$ cat src/rtl/ramcic_interp_pkg.sv
// Shared definitions for the RAM-based CIC interpolator: FSM encodings,
// state-RAM geometry and the bit-width helper used to size the datapath.
package ramcic_interp_pkg;

    localparam int RAM_DEPTH = 64;
    localparam int RAM_AW    = 6;

    typedef enum logic [3:0] {
        ST_CLEAR      = 4'd0,
        ST_IDLE       = 4'd1,
        ST_COMB_START = 4'd2,
        ST_COMB_S2    = 4'd3,
        ST_COMB       = 4'd4,
        ST_COMB_END   = 4'd5,
        ST_INT_START  = 4'd6,
        ST_INT_S2     = 4'd7,
        ST_INT        = 4'd8,
        ST_INT_END    = 4'd9
    } state_t;

    // Number of bits needed to represent value (1 -> 1, 3 -> 2, 4 -> 3).
    function automatic int clogb2(input int value);
        int bits;
        bits = 0;
        for (int i = 0; i < 31; i++) begin
            bits = ((value >> i) != 0) ? i + 1 : bits;
        end
        return bits;
    endfunction

endpackage

$ cat src/rtl/ramcic_interp_if.sv
// Sample-stream interface between the TX baseband source, the CIC
// interpolator and the high-rate consumer.
interface ramcic_interp_if #(
    parameter int IN_WIDTH  = 24,
    parameter int OUT_WIDTH = 16
);
    logic                        in_strobe;
    logic signed [IN_WIDTH-1:0]  in_data;
    logic                        out_req;
    logic                        out_strobe;
    logic signed [OUT_WIDTH-1:0] out_data;
    logic                        ready;
    logic                        underrun;

    modport master (
        output in_strobe, in_data, out_req,
        input  out_strobe, out_data, ready, underrun
    );

    modport slave (
        input  in_strobe, in_data, out_req,
        output out_strobe, out_data, ready, underrun
    );
endinterface

$ cat src/rtl/ramcic_interp_cic_ram.sv
// Comb-delay / integrator state store: one synchronous read port and one
// synchronous write port, no reset so it maps onto block RAM.
module cic_ram
    import ramcic_interp_pkg::*;
#(
    parameter int WIDTH = 16
) (
    input  logic              clk,
    input  logic              we,
    input  logic [RAM_AW-1:0] waddr,
    input  logic [WIDTH-1:0]  wdata,
    input  logic [RAM_AW-1:0] raddr,
    output logic [WIDTH-1:0]  rdata
);
    logic [WIDTH-1:0] mem_r [RAM_DEPTH];

    // Registered read and write of the state array.
    always_ff @(posedge clk) begin
        if (we) begin
            mem_r[waddr] <= wdata;
        end
        rdata <= mem_r[raddr];
    end
endmodule

$ cat src/rtl/ramcic_interp.sv
// N-stage CIC interpolator that time-shares one adder over all stages; comb
// delays live at RAM {1,k}, integrator accumulators at {0,k}.
module ramcic_interp
    import ramcic_interp_pkg::*;
#(
    parameter int STAGES    = 10,
    parameter int INTERP    = 4,
    parameter int IN_WIDTH  = 24,
    parameter int OUT_WIDTH = 16
) (
    input  logic            clk,
    input  logic            rst_n,
    ramcic_interp_if.slave  bus
);
    localparam int PHASE_W   = clogb2(INTERP - 1);
    localparam int ACC_WIDTH = IN_WIDTH + STAGES * PHASE_W;
    localparam logic [4:0] LAST_STAGE = 5'(STAGES - 1);

    state_t                 state_r, state_s;
    logic [5:0]             clr_r;
    logic [4:0]             stage_r;
    logic [PHASE_W-1:0]     phase_r;
    logic                   comb_pend_r, int_pend_r, fresh_r, accept_s;
    logic [IN_WIDTH-1:0]    in_hold_r;
    logic [ACC_WIDTH-1:0]   work_r, comb_hold_r, rdata_s, wdata_s, sext_s;
    logic [RAM_AW-1:0]      raddr_s, waddr_s;
    logic                   we_s, ram_we_s;
    logic                   out_strobe_r, ready_r, underrun_r;
    logic [OUT_WIDTH-1:0]   out_data_r, rounded_s;

    cic_ram #(.WIDTH(ACC_WIDTH)) u_ram (
        .clk   (clk),
        .we    (ram_we_s),
        .waddr (waddr_s),
        .wdata (wdata_s),
        .raddr (raddr_s),
        .rdata (rdata_s)
    );

    assign ram_we_s = we_s & rst_n;
    assign accept_s = (state_r != ST_CLEAR);
    assign sext_s   = {{(ACC_WIDTH - IN_WIDTH){in_hold_r[IN_WIDTH-1]}}, in_hold_r};

    generate
        if (ACC_WIDTH > OUT_WIDTH) begin : g_round
            logic [OUT_WIDTH:0] sum_s;
            // Round half up on the bit below the kept field; clamp to +max on overflow.
            always_comb begin
                sum_s = {work_r[ACC_WIDTH-1], work_r[ACC_WIDTH-1 -: OUT_WIDTH]}
                      + {{OUT_WIDTH{1'b0}}, work_r[ACC_WIDTH-OUT_WIDTH-1]};
                if (sum_s[OUT_WIDTH] != sum_s[OUT_WIDTH-1]) begin
                    rounded_s = {1'b0, {(OUT_WIDTH - 1){1'b1}}};
                end else begin
                    rounded_s = sum_s[OUT_WIDTH-1:0];
                end
            end
        end else begin : g_no_round
            assign rounded_s = work_r[OUT_WIDTH-1:0];
        end
    endgenerate

    // State register.
    always_ff @(posedge clk) begin
        if (!rst_n) begin
            state_r <= ST_CLEAR;
        end else begin
            state_r <= state_s;
        end
    end

    // Next-state logic; integrator requests take priority over comb work.
    always_comb begin
        state_s = state_r;
        case (state_r)
            ST_CLEAR:      state_s = (clr_r == 6'd63) ? ST_IDLE : ST_CLEAR;
            ST_IDLE: begin
                if (int_pend_r) begin
                    state_s = ST_INT_START;
                end else if (comb_pend_r) begin
                    state_s = ST_COMB_START;
                end else begin
                    state_s = ST_IDLE;
                end
            end
            ST_COMB_START: state_s = ST_COMB_S2;
            ST_COMB_S2:    state_s = ST_COMB;
            ST_COMB:       state_s = (stage_r == LAST_STAGE) ? ST_COMB_END : ST_COMB;
            ST_COMB_END:   state_s = ST_IDLE;
            ST_INT_START:  state_s = ST_INT_S2;
            ST_INT_S2:     state_s = ST_INT;
            ST_INT:        state_s = (stage_r == LAST_STAGE) ? ST_INT_END : ST_INT;
            ST_INT_END:    state_s = ST_IDLE;
            default:       state_s = ST_IDLE;
        endcase
    end

    // RAM port control: reads run one stage ahead of the write-back.
    always_comb begin
        we_s    = 1'b0;
        waddr_s = 6'd0;
        raddr_s = 6'd0;
        wdata_s = {ACC_WIDTH{1'b0}};
        case (state_r)
            ST_CLEAR: begin
                we_s    = 1'b1;
                waddr_s = clr_r;
            end
            ST_COMB_S2: raddr_s = {1'b1, 5'd0};
            ST_COMB: begin
                raddr_s = {1'b1, stage_r + 5'd1};
                we_s    = 1'b1;
                waddr_s = {1'b1, stage_r};
                wdata_s = work_r;
            end
            ST_INT_S2: raddr_s = {1'b0, 5'd0};
            ST_INT: begin
                raddr_s = {1'b0, stage_r + 5'd1};
                we_s    = 1'b1;
                waddr_s = {1'b0, stage_r};
                wdata_s = work_r + rdata_s;
            end
            default: we_s = 1'b0;
        endcase
    end

    // Pending-work latches; a new strobe wins over the consume in the same clock.
    always_ff @(posedge clk) begin
        if (!rst_n) begin
            comb_pend_r <= 1'b0;
            int_pend_r  <= 1'b0;
            in_hold_r   <= {IN_WIDTH{1'b0}};
        end else begin
            if (bus.in_strobe && accept_s) begin
                comb_pend_r <= 1'b1;
                in_hold_r   <= bus.in_data;
            end else if (state_r == ST_COMB_START) begin
                comb_pend_r <= 1'b0;
            end
            if (bus.out_req && accept_s) begin
                int_pend_r <= 1'b1;
            end else if (state_r == ST_INT_START) begin
                int_pend_r <= 1'b0;
            end
        end
    end

    // Datapath, counters and registered outputs.
    always_ff @(posedge clk) begin
        if (!rst_n) begin
            clr_r        <= 6'd0;
            stage_r      <= 5'd0;
            phase_r      <= {PHASE_W{1'b0}};
            fresh_r      <= 1'b0;
            work_r       <= {ACC_WIDTH{1'b0}};
            comb_hold_r  <= {ACC_WIDTH{1'b0}};
            out_strobe_r <= 1'b0;
            out_data_r   <= {OUT_WIDTH{1'b0}};
            ready_r      <= 1'b0;
            underrun_r   <= 1'b0;
        end else begin
            out_strobe_r <= 1'b0;
            case (state_r)
                ST_CLEAR: begin
                    clr_r   <= clr_r + 6'd1;
                    ready_r <= (clr_r == 6'd63);
                end
                ST_COMB_START: begin
                    work_r  <= sext_s;
                    stage_r <= 5'd0;
                end
                ST_COMB: begin
                    work_r  <= work_r - rdata_s;
                    stage_r <= stage_r + 5'd1;
                end
                ST_COMB_END: begin
                    comb_hold_r <= work_r;
                    fresh_r     <= 1'b1;
                end
                ST_INT_START: begin
                    stage_r <= 5'd0;
                    if (phase_r == {PHASE_W{1'b0}}) begin
                        work_r     <= fresh_r ? comb_hold_r : {ACC_WIDTH{1'b0}};
                        fresh_r    <= 1'b0;
                        underrun_r <= underrun_r | ~fresh_r;
                    end else begin
                        work_r <= {ACC_WIDTH{1'b0}};
                    end
                end
                ST_INT: begin
                    work_r  <= work_r + rdata_s;
                    stage_r <= stage_r + 5'd1;
                end
                ST_INT_END: begin
                    out_data_r   <= rounded_s;
                    out_strobe_r <= 1'b1;
                    phase_r      <= phase_r + {{(PHASE_W - 1){1'b0}}, 1'b1};
                end
                default: out_strobe_r <= 1'b0;
            endcase
        end
    end

    assign bus.out_strobe = out_strobe_r;
    assign bus.out_data   = out_data_r;
    assign bus.ready      = ready_r;
    assign bus.underrun   = underrun_r;
endmodule

$ cat src/flat_wrapper.sv
// flat-port wrapper written by rule: the top's interface ports become plain ports
module ramcic_interp_flat import ramcic_interp_pkg::*;
#(
    parameter int STAGES    = 10,
    parameter int INTERP    = 4,
    parameter int IN_WIDTH  = 24,
    parameter int OUT_WIDTH = 16
)
  (clk, rst_n, bus_in_strobe, bus_in_data, bus_out_req, bus_out_strobe, bus_out_data, bus_ready, bus_underrun);
  ramcic_interp_if #(.IN_WIDTH(IN_WIDTH), .OUT_WIDTH(OUT_WIDTH)) bus_i ();
  input  logic clk;
  input  logic rst_n;
  input wire logic [$bits(bus_i.in_strobe)-1:0] bus_in_strobe;
  input wire logic [$bits(bus_i.in_data)-1:0] bus_in_data;
  input wire logic [$bits(bus_i.out_req)-1:0] bus_out_req;
  output wire logic [$bits(bus_i.out_strobe)-1:0] bus_out_strobe;
  output wire logic [$bits(bus_i.out_data)-1:0] bus_out_data;
  output wire logic [$bits(bus_i.ready)-1:0] bus_ready;
  output wire logic [$bits(bus_i.underrun)-1:0] bus_underrun;
  assign bus_i.in_strobe = bus_in_strobe;
  assign bus_i.in_data = bus_in_data;
  assign bus_i.out_req = bus_out_req;
  assign bus_out_strobe = bus_i.out_strobe;
  assign bus_out_data = bus_i.out_data;
  assign bus_ready = bus_i.ready;
  assign bus_underrun = bus_i.underrun;
  ramcic_interp #(.STAGES(STAGES), .INTERP(INTERP), .IN_WIDTH(IN_WIDTH), .OUT_WIDTH(OUT_WIDTH)) u_core (.clk(clk), .rst_n(rst_n), .bus(bus_i));
endmodule
$ cat config.mk
export PLATFORM = sky130hd
export DESIGN_NAME = ramcic_interp_flat
export DESIGN_NICKNAME = d
export VERILOG_FILES = /design/src/rtl/ramcic_interp_pkg.sv /design/src/rtl/ramcic_interp_if.sv /design/src/rtl/ramcic_interp_cic_ram.sv /design/src/rtl/ramcic_interp.sv /design/src/flat_wrapper.sv
export SDC_FILE = /design/constraint.sdc
export NUM_CORES = 2
export LEC_CHECK = 0
export ABC_CLOCK_PERIOD_IN_PS = 12300
export BUFFER_PORTS_ARGS = -buffer_cell sky130_fd_sc_hd__buf_2
export CORE_ASPECT_RATIO = 0.6
export CORE_UTILIZATION = 55
export DETAILED_ROUTE_END_ITERATION = 8
export GPL_TIMING_DRIVEN = 0
export PLACE_DENSITY = 0.71
export RECOVER_POWER = 100
export SLEW_MARGIN = 40
export SYNTH_ARGS = -nofsm -noshare
export SYNTH_HDL_FRONTEND = slang
export SYNTH_HIERARCHICAL = 1
export SYNTH_SLANG_ARGS = --single-unit
export TNS_END_PERCENT = 30
$ cat constraint.sdc
create_clock -name clk -period 12.3 [get_ports clk]
set_input_delay 2.46 -clock clk [delete_from_list [all_inputs] [get_ports clk]]
set_output_delay 2.46 -clock clk [all_outputs]
set_load 0.02 [all_outputs]
==> results.ini <==
[power_and_ir_drop]
ir_worst_vdd_uv = 124
switchingPower_w = 0.00395
swShare = 0.202
powerDensity_mw_per_mm2 = 146
p_total_w = 0.0196
power_frac_comb = 0.015
clock_power_share = 0.419
p_leak_nw = 47.4
intPower_w = 0.0156
seqPwrFrac = 0.566

[setup_path]
critPathKind = register to register
path_max_fanout = 21
cpPeakStageDelay_ns = 1.99
r2r.worst_path.cells = 14
r2r-start = u_core/work_r[0]
cp.required_ns = 13.00
cp_slowest_cell = o41ai_1
crit_top_cell = clkbuf_1
rrSetupSlack_ns = 2.85
setup.worst_path.end_class = register
worstSetupPathDepth = 14
crit_chain = ha_1 -> fa_1 -> nor2b_1 -> o221ai_1 -> a21oi_1 -> o41ai_1 -> a2111oi_0 -> o21bai_1 -> o21bai_2 -> xor2_1 -> o21ai_0 -> clkbuf_1 -> clkbuf_1 -> buf_8
arrival_ns = 10.15
rr_endpoint = u_core/u_ram/mem_r[19][38]
critPathTopFamily = compound AO/OA/AOI/OAI gates
crit_buf_inv = 3
critical_path.endpoint = u_core/u_ram/mem_r[19][38]
crit_start = u_core/work_r[0]
startpoint_type = register

[route]
wire_per_inst_um = 41.1
firstDrtPassIters = 6
vias = 71900
route.final.wire_length_um = 411000
viasPerCell = 7.19
drc = 0
drtIter0Drc = 14200
ant_nets = 0

[layout]
area_growth_pct = 12.0
finalNetCount = 7037
drive_above_1_share = 0.203

[cts]
cts.sinks = 3011
clk_pin_slew_ns = 0.06
cts_buffers = 270
cts-hold-fix-buffers = 0
clk_latency_ns = 0.86
cts_resized = 0
postCtsSetupBuffers = 0
cts_htree_levels = 5
cts_tree = yes
clock-root-buffer = clkbuf_16
clk_path_buf_depth = 4

[grt]
grt_pass1_wl_um = 554000
grt_util_all_layers = 0.374
grt-ovfl-total = 0
grt_pass1_vias = 67600
antenna_found_initial = 34
grt_max_degree = 64

[synthesis]
synth.cell_area_mm2 = 0.119
synth.area.top_cells = edfxtp_1 (71%), mux4_2 (13%), dfxtp_1 (3.3%)
ys_async_sr_fraction = 0
syn-num-nets = 6356
synth_edf_count = 2816
synth_common_cells = edfxtp_1 (2816), mux4_2 (697), nand2_1 (295)
synthFlopType = edfxtp_1
ys_seq_area_frac = 0.740
synth_top_cell_by_area = edfxtp_1
yosys.area.top_type_share = 0.708
ys_types = 95
synth_warnings = 6
synth_seq_cells = 3011
synth_most_common_cell = edfxtp_1
postSynthAreaPerCell_um2 = 19.2
synth_cells = 6233

[place]
pre_cts_ws_ns = 5.70
portBuffers = 46
dpl.hpwl_um = 295000
place_congestion = 0.982

[status]
status = complete, but fails checks
failed_checks = max-capacitance violations, max-slew violations

[run]
maxCapViolCount = 55

[timing]
finalSetupViolCount = 0
hold_viol_final = 0
drv_slew = 1633
fin_crit_sh = 0.769
period_needed_ns = 9.45
finClkSkew_ns = 0.0632
rsz0062_at_grt = false
slew-limit-headroom = -1.14
worstMarginPinSlew_ns = 3.21
worst_slack_ns = 2.85
finalSetupTns_ns = 0
fmax_mhz = 106

[min_path]
hold_path_class = register to register

[floorplan]
fp.dieW_um = 604
core_area_mm2 = 0.216
fp.dieArea_mm2 = 0.219
io_pins = 47
rows = 132
die_h_um = 363
initial_core_util = 0.554

## worst reg2reg max path, stage by stage (launching register included)
cell and delay [ns]:
dfxtp_1 0.34, ha_1 0.24, fa_1 0.46, nor2b_1 0.19, o221ai_1 0.22, a21oi_1 0.18
o41ai_1 1.99, a2111oi_0 0.74, o21bai_1 0.71, o21bai_2 0.11, xor2_1 0.17, o21ai_0 1.65
clkbuf_1 1.05, clkbuf_1 0.98, buf_8 0.28
## cell type report
class | count | area, µm²
antenna | 14 | 35.0
buffer | 372 | 1850
clock buffer | 352 | 7420
clock inverter | 120 | 880
fill | 14900 | 82100
inverter | 98 | 368
multi-input combinational | 2752 | 29300
sequential | 3011 | 88500
tap | 2881 | 3600
timing repair buffer | 409 | 1850
## layout by cell type, fill, tap and decap left out, drive strengths merged, types with 19 or more instances in the layout
cell and n:
nor3 46, a211oi 27, a22oi 38, nor2 244
xor2 19, o221ai 32, a21o 43, xnor2 69
a221oi 89, a31oi 32, nor2b 28, clkbuf 913
mux4 697, a21oi 285, o21ai 135, ha 93
nand4 19, mux2i 71, edfxtp 2816, dfxtp 195
nand3 45, inv 104, o22ai 108, a22o 77
clkinv 99, buf 220, nor4 19, nand2 295
## worst min path at each step
stage / start / endpoint / slack, ns / cells past startpoint
after floorplan: u_core/in_hold_r[0] / u_core/in_hold_r[0] / 0.43 / 2
after global placement: u_core/comb_hold_r[32] / u_core/comb_hold_r[32] / 0.44 / 2
after detailed placement: u_core/comb_hold_r[32] / u_core/comb_hold_r[32] / 0.45 / 2
after CTS: u_core/comb_hold_r[8] / u_core/comb_hold_r[8] / 0.45 / 2
after global routing: u_core/comb_hold_r[16] / u_core/comb_hold_r[16] / 0.47 / 2
final: u_core/comb_hold_r[8] / u_core/comb_hold_r[8] / 0.46 / 2
## sequential cells by signal, summed over array words and instances, names as in the netlist
register / flops
u_core/bus.underrun: 1
u_core/comb_pend_r: 1
u_core/int_pend_r: 1
u_core/fresh_r: 1
u_core/bus.out_strobe: 1
u_core/clr_r: 6
u_core/bus.out_data: 16
u_core/bus.ready: 1
u_core/in_hold_r: 24
u_core/stage_r: 5
u_core/u_ram/mem_r: 2816
u_core/comb_hold_r: 44
u_core/work_r: 44
u_core/state_r: 4
u_core/u_ram/rdata: 44
u_core/phase_r: 2
## stage by stage
stage / cells / cell area, µm² / utilization / hold WS, ns
floorplan: 6233 / 119000 / - / 0.433
global placement: 9160 / 123000 / 0.571 / 0.440
detailed placement: 9509 / 131000 / 0.609 / 0.447
CTS: 9981 / 140000 / 0.647 / 0.455
global route: 10000 / 134000 / 0.620 / 0.473
finish: 10000 / 134000 / 0.620 / 0.455
## logic make-up (layout without fill, tap and decap cells)
logic type	count (synthesis)	count (layout)	synth area share
DFF	3011	3011	0.740
AOI/OAI and AO/OA	1009	1009	0.0577
and+or+nand+nor	784	784	0.0294
muxes	776	776	0.138
buffers and inverters	470	1351	0.0179
adders and majority gates	95	95	0.0101
xor gates and xnor gates	88	88	0.00645
other	0	14	0
## power groups by stage
stage | Sequential (W) | Combinational (W) | Clock [W]
4_1_cts | 0.0111 | 0.000299 | 0.00822
6_report | 0.0111 | 0.000289 | 0.00822
3_3_place_gp | 0.0113 | 0.000255 | 0
5_1_grt | 0.0111 | 0.000295 | 0.00861
3_5_place_dp | 0.0113 | 0.000296 | 0
2_1_floorplan | 0.0113 | 0.000141 | 0
## layer usage
| layer | wire [µm] | track usage |
|---|---|---|
| met1 | 148000 | 0.532 |
| met4 | 18200 | 0.130 |
| met2 | 159000 | 0.480 |
| met3 | 85500 | 0.209 |
| met5 | 881 | 0.0116 |
(Power assumes the default switching activity.)
